### config.mk
export PLATFORM = sky130hd
export DESIGN_NAME = accum_kernel_seq
export DESIGN_NICKNAME = d
export VERILOG_FILES = /design/src/rtl/accum_kernel_seq.sv
export SDC_FILE = /design/constraint.sdc
export NUM_CORES = 1
export LEC_CHECK = 0
export ABC_AREA = 1
export ABC_CLOCK_PERIOD_IN_PS = 5930
export CAP_MARGIN = 20
export CORE_ASPECT_RATIO = 1.25
export CORE_MARGIN = 2
export CORE_UTILIZATION = 47
export CTS_BUF_LIST = sky130_fd_sc_hd__clkbuf_4
export CTS_CLUSTER_SIZE = 8
export DETAILED_ROUTE_END_ITERATION = 8
export GPL_TIMING_DRIVEN = 0
export PLACE_DENSITY = 0.78
export SYNTH_ARGS = -nofsm -noshare
export SYNTH_HDL_FRONTEND = slang
export SYNTH_SLANG_ARGS = --single-unit
### constraint.sdc
create_clock -name clk -period 5.93 [get_ports clk]
set_input_delay 1.186 -clock clk [delete_from_list [all_inputs] [get_ports clk]]
set_output_delay 1.186 -clock clk [all_outputs]
set_load 0.005 [all_outputs]
### src/rtl/accum_kernel_seq.sv
// Sequencer for one accumulate-kernel run: stream-load DEPTH words, launch, time the run, stream-drain the result.
// Load writes are combinational from the handshake; drain holds at most OBUF words (buffered + in flight), so out_ready backpressure never drops data.
module accum_kernel_seq #(
    parameter int ADDR_W = 10,
    parameter int DATA_W = 64,
    parameter int DEPTH  = 1000,
    parameter int RD_LAT = 2,
    parameter int OBUF   = RD_LAT + 1
) (
    input  logic              clk,
    input  logic              rst,
    input  logic              start,
    output logic              busy,
    output logic              done,
    input  logic              in_valid,
    output logic              in_ready,
    input  logic [DATA_W-1:0] in_data,
    output logic              out_valid,
    input  logic              out_ready,
    output logic [DATA_W-1:0] out_data,
    output logic [63:0]       cycle_count,
    output logic              controlArr,
    output logic              r_enable,
    input  logic              w_enable,
    output logic              controlArrWEnable_a,
    output logic [ADDR_W-1:0] controlArrAddr_a,
    output logic [DATA_W-1:0] controlArrWData_a,
    input  logic [DATA_W-1:0] controlArrRData_a
);

    localparam int CW = ADDR_W + 1;
    localparam int PW = (OBUF > 1) ? $clog2(OBUF) : 1;
    localparam int OW = $clog2(OBUF + RD_LAT + 2);

    typedef enum logic [2:0] {
        S_IDLE,
        S_LOAD,
        S_LAUNCH,
        S_RUN,
        S_DRAIN,
        S_FIN
    } state_t;

    state_t            state;
    logic [CW-1:0]     lc;
    logic [CW-1:0]     rc;
    logic [CW-1:0]     oc;
    logic [RD_LAT-1:0] rd_sr;
    logic [DATA_W-1:0] buf_mem [OBUF];
    logic [PW-1:0]     wr_ptr;
    logic [PW-1:0]     rd_ptr;
    logic [OW-1:0]     buf_cnt;
    logic [OW-1:0]     inflight;
    logic              load_hs;
    logic              pop;
    logic              push;
    logic              issue;

    always_comb begin
        inflight = '0;
        for (int i = 0; i < RD_LAT; i++) begin
            inflight = inflight + OW'(rd_sr[i]);
        end
    end

    assign load_hs   = in_ready && in_valid;
    assign out_valid = (buf_cnt != '0);
    assign out_data  = out_valid ? buf_mem[rd_ptr] : '0;
    assign pop       = out_valid && out_ready;
    assign push      = rd_sr[RD_LAT-1];

    // A same-cycle pop frees its slot, which keeps the drain at one word per cycle.
    assign issue = (state == S_DRAIN) && (rc < CW'(DEPTH)) &&
                   ((buf_cnt - OW'(pop) + inflight + OW'(1)) <= OW'(OBUF));

    always_comb begin
        controlArrWEnable_a = load_hs;
        controlArrWData_a   = load_hs ? in_data : '0;
        controlArrAddr_a    = '0;
        if (state == S_LOAD) begin
            controlArrAddr_a = lc[ADDR_W-1:0];
        end else if (state == S_DRAIN) begin
            controlArrAddr_a = rc[ADDR_W-1:0];
        end
    end

    always_ff @(posedge clk) begin
        if (push) begin
            buf_mem[wr_ptr] <= controlArrRData_a;
        end
    end

    always_ff @(posedge clk) begin
        if (rst) begin
            state       <= S_IDLE;
            controlArr  <= 1'b1;
            r_enable    <= 1'b0;
            in_ready    <= 1'b0;
            done        <= 1'b0;
            busy        <= 1'b0;
            cycle_count <= '0;
            lc          <= '0;
            rc          <= '0;
            oc          <= '0;
            rd_sr       <= '0;
            wr_ptr      <= '0;
            rd_ptr      <= '0;
            buf_cnt     <= '0;
        end else begin
            done     <= 1'b0;
            r_enable <= 1'b0;

            rd_sr   <= (rd_sr << 1) | RD_LAT'(issue);
            buf_cnt <= buf_cnt + OW'(push) - OW'(pop);
            if (push) begin
                wr_ptr <= (wr_ptr == PW'(OBUF - 1)) ? '0 : wr_ptr + PW'(1);
            end
            if (pop) begin
                rd_ptr <= (rd_ptr == PW'(OBUF - 1)) ? '0 : rd_ptr + PW'(1);
                oc     <= oc + CW'(1);
            end
            if (issue) begin
                rc <= rc + CW'(1);
            end

            case (state)
                S_IDLE: begin
                    if (start) begin
                        state    <= S_LOAD;
                        lc       <= '0;
                        in_ready <= 1'b1;
                        busy     <= 1'b1;
                    end
                end
                S_LOAD: begin
                    if (load_hs) begin
                        lc <= lc + CW'(1);
                        if (lc == CW'(DEPTH - 1)) begin
                            state      <= S_LAUNCH;
                            in_ready   <= 1'b0;
                            controlArr <= 1'b0;
                            r_enable   <= 1'b1;
                        end
                    end
                end
                S_LAUNCH: begin
                    cycle_count <= '0;
                    state       <= S_RUN;
                end
                S_RUN: begin
                    if (w_enable) begin
                        state      <= S_DRAIN;
                        controlArr <= 1'b1;
                        rc         <= '0;
                        oc         <= '0;
                    end else if (cycle_count != '1) begin
                        cycle_count <= cycle_count + 64'd1;
                    end
                end
                S_DRAIN: begin
                    if (pop && (oc == CW'(DEPTH - 1))) begin
                        state <= S_FIN;
                        done  <= 1'b1;
                    end
                end
                S_FIN: begin
                    state <= S_IDLE;
                    busy  <= 1'b0;
                end
                default: begin
                    state <= S_IDLE;
                end
            endcase
        end
    end

endmodule
==> impl_metrics.toml <==
[synth]
synth.distinct_cells = 42
synthesis.instances = 1927
yosys_register_bits = 308
synth_seq_area_share = 0.532
cell_type_with_the_highest_aggregate_area_in_the_netlist = "sky130_fd_sc_hd__edfxtp_1"
synth_top_family_by_area = "simple AND/OR/NAND/NOR gates"
main_synth_ff_type = "sky130_fd_sc_hd__edfxtp_1"
synth_xor_area_frac = 0.0109
yosys-top-cells-area = "sky130_fd_sc_hd__edfxtp_1, sky130_fd_sc_hd__dfxtp_1, sky130_fd_sc_hd__nand2_1, sky130_fd_sc_hd__nor2_1, sky130_fd_sc_hd__inv_1"
mux_share_of_post_synthesis_cell_area = 0
number_of_synthesized_flops_with_an_enable_pin = 192
synthAdderAreaFrac = 0.00970
synthesis.area_per_instance_um2 = 7.90
post_synth_and_or_nand_nor_area_fraction = 0.277
synth_compound_gate_area_share = 0.0888
synthesis.nets = 2071
asyncSetResetFlopFracSynth = 0
synth.yosys.warnings = 0
yosys.area.top_type_share = 0.379
syn_area_mm2 = 0.0152

[worst_hold_path]
hold_class = "reg2reg"

[place]
place_worst_setup_slack_ps = 1400
placed_cell_area_mm2 = 0.0193
placed_cells_incl_taps = 2694
buffer_ports.inserted = 341
detailed_place_hpwl_mm = 38.8
place.gp.congestion = 0.954

[power_and_ir_drop]
p_comb_frac = 0.315
finalPower_mw = 6.08
p_leak_nw = 7.51
powerDensity_mw_per_mm2 = 299
power.clock.fraction = 0.295
pwr-share-seq = 0.390
worst_supply_voltage_drop_on_vdd_uv = 206
netSwitchingPower_mw = 1.96
power_switching_share = 0.322
intPower_mw = 4.12

[floorplanning]
floorplan.initialDensity = 0.477
io_pins = 343
placeable_area_mm2 = 0.0319
std_cell_rows = 73
fp.dieArea_mm2 = 0.0338
die-width_um = 165
floorplan_die_height_um = 205

[worst_setup_path]
critical_path_arrival_ps = 3530
cp_slowest_cell = "sky130_fd_sc_hd__o21ai_0"
timing.critical_path.required_ps = 4740
critPathMaxFanout = 10
critical-path-max-stage-delay_ps = 760
worst-setup-path-type = "reg2out"
critical_path.endpoint_type = "output port"
crit_path_cell_trace = "inv_1, nor3_1, inv_2, o21ai_0, clkdlybuf4s50_1"
cp-start-kind = "flip-flop"

[status]
outcome = "finished clean"

[cts]
clk_root_buffer_cell = "sky130_fd_sc_hd__clkbuf_4"
clock-sinks = 308
clk_path_buf_depth = 3
worst_skew_pair.late_latency_ps = 730
clock_pin_slew_reported_for_the_worst_setup_and_hold_paths_after_clock_tree_synthesis_ps = 80
post_cts.resized_instances = 0
tritoncts_clock_tree = "yes"
post_cts_hold_buffer_count = 0
cts_made_buffers = 78
cts_setup_buffers = 0
h-tree-depth = 3

[timing]
post-route-min-period_ps = 4720
setup_total_negative_slack_ps = 0
final_max_slew_violation_count = 0
achievable-frequency_mhz = 212
max_slew.worst_pin.slew_ps = 909
rsz_0062_raised_after_global_routing = "false"
layout_setup_ws_ps = 1210
final_setup_skew_ps = 56.9
fin_hold_ws_ps = 445
final.period_utilization = 0.796
final_setup_fails = 0
slew_headroom = 0.391
number_of_hold_violations_in_the_final_report = 0

[global_route]
vias_in_the_first_global_route = 15000
global_route.overflow_total = 0
grt_first_pass_wirelength_mm = 78.1
antenna_violations_before_repair = 6
grt_max_degree = 27
gr-usage-all-layers = 0.303

[flow_run]
max_cap_viol_count = 0

[detailed_routing]
routed_length_per_placed_instance_um = 18.1
viasPerCell = 5.27
drt-total-wl_mm = 51.4
detail_route.first_pass.iterations = 6
route.antenna.remaining_nets = 0
number_of_violations_reported_at_the_end_of_detailed_routing_iteration_0 = 1089
via_count = 14900
drcViolationCount = 0

[finish]
drive_above_1_share = 0.0737
finalInstanceArea_mm2 = 0.0203
layout.core_utilization = 0.637
final-instance-count-excl-fill = 2832
final_net_count = 2506
area_growth_syn_to_layout_pct = 33.5
-- synthesized netlist by cell type, types with 5 or more instances --
cell                       count
sky130_fd_sc_hd__a211oi_1      5
sky130_fd_sc_hd__a21oi_1      61
sky130_fd_sc_hd__a31oi_1      66
sky130_fd_sc_hd__buf_1        10
sky130_fd_sc_hd__buf_2         9
sky130_fd_sc_hd__buf_4         6
sky130_fd_sc_hd__clkbuf_1     52
sky130_fd_sc_hd__clkinv_1      8
sky130_fd_sc_hd__dfxtp_1     116
sky130_fd_sc_hd__edfxtp_1    192
sky130_fd_sc_hd__ha_1          7
sky130_fd_sc_hd__inv_1       222
sky130_fd_sc_hd__nand2_1     520
sky130_fd_sc_hd__nand3_1     123
sky130_fd_sc_hd__nand4_1      14
sky130_fd_sc_hd__nor2_1      322
sky130_fd_sc_hd__nor2_2        6
sky130_fd_sc_hd__nor3_1       25
sky130_fd_sc_hd__o21ai_0      95
sky130_fd_sc_hd__o22ai_1       7
sky130_fd_sc_hd__xnor2_1       6
sky130_fd_sc_hd__xor2_1       13
-- cell families (layout without fill, tap and decap cells) --
family                     after synthesis  count (layout)
AOI/OAI and AO/OA                      243             243
xor gates and xnor gates                19              19
adders and majority gates               10              10
buffers and inverters                  315             803
DFF                                    308             308
other                                    0               5
and+or+nand+nor                       1032            1032
-- worst paths after layout --
path	from	end	slack, ps	cells past startpoint
setup / recovery	state[0]$_SDFFE_PP0P_	controlArrAddr_a[6]	1210	5
hold / removal	rc[10]$_SDFF_PP0_	rc[10]$_SDFF_PP0_	440	2
setup reg to reg	buf_cnt[1]$_SDFF_PP0_	rc[6]$_SDFF_PP0_	2460	16
hold reg to reg	rc[10]$_SDFF_PP0_	rc[10]$_SDFF_PP0_	440	2
-- cells in the final DEF (no fill, tap or decap), types with 3 or more instances in the layout --
master and n:
sky130_fd_sc_hd__clkbuf_1 52, sky130_fd_sc_hd__xnor2_1 6, sky130_fd_sc_hd__inv_2 5, sky130_fd_sc_hd__nand4_1 14, sky130_fd_sc_hd__nand2_1 520, sky130_fd_sc_hd__diode_2 5
sky130_fd_sc_hd__a21oi_1 61, sky130_fd_sc_hd__nand3_1 123, sky130_fd_sc_hd__inv_1 222, sky130_fd_sc_hd__fa_1 3, sky130_fd_sc_hd__nand3b_1 3, sky130_fd_sc_hd__a211oi_1 5
sky130_fd_sc_hd__xor2_1 13, sky130_fd_sc_hd__nand3_2 4, sky130_fd_sc_hd__buf_4 6, sky130_fd_sc_hd__buf_6 16, sky130_fd_sc_hd__o21ai_0 95, sky130_fd_sc_hd__o22ai_1 7
sky130_fd_sc_hd__o211ai_1 3, sky130_fd_sc_hd__buf_1 10, sky130_fd_sc_hd__a31oi_1 66, sky130_fd_sc_hd__nand2_2 4, sky130_fd_sc_hd__clkinv_1 25, sky130_fd_sc_hd__clkinv_2 6
sky130_fd_sc_hd__nor2_1 321, sky130_fd_sc_hd__edfxtp_1 192, sky130_fd_sc_hd__ha_1 7, sky130_fd_sc_hd__nor2_2 6, sky130_fd_sc_hd__clkdlybuf4s50_1 341, sky130_fd_sc_hd__nor3_1 24
sky130_fd_sc_hd__buf_2 9, sky130_fd_sc_hd__dfxtp_1 116, sky130_fd_sc_hd__clkbuf_4 103
-- routing by layer --
metal	wire length (um)	vias to the layer above	part of all wire	global-route usage
met1	18400	6930	0.36	0.313
met4	2710	6	0.053	0.167
met3	4050	152	0.079	0.0800
li1	-	7180	-	-
met2	26200	645	0.51	0.551
met5	40	-	0.00078	0
-- state kept, by name (all words and copies together), names as in the netlist, named ones only --
register     cells
buf_cnt          3
buf_mem        192
busy             1
controlArr       1
cycle_count     64
done             1
in_ready         1
lc              11
oc              11
r_enable         1
rc              11
rd_ptr           2
rd_sr            2
state            3
wr_ptr           2
-- power by group through the flow --
stage	registers [mW]	clock network [mW]	logic [mW]
2_1_floorplan	2.40	0	0.854
3_3_place_gp	2.42	0	1.87
3_5_place_dp	2.42	0	1.92
4_1_cts	2.37	1.84	1.93
5_1_grt	2.37	1.96	2.11
6_report	2.37	1.79	1.91
-- area by class of cell --
cell class	count	area (um^2)
antenna	5	12.5
sequential	308	8090
clock inverter	30	190
fill	2731	11600
buffer	81	368
tap	412	515
clock buffer	103	773
multi-input combinational	1304	5900
inverter	234	878
timing repair buffer	355	3590
-- worst max-delay path: cells and delay by family (launching register included) --
| kind | cells | cell delay [ps] |
|---|---|---|
| buf+inv | 3 | 1000 |
| compound gates | 1 | 760 |
| simple gates | 1 | 700 |
| flops | 1 | 350 |
No activity file was read; power rests on OpenSTA's default activity.
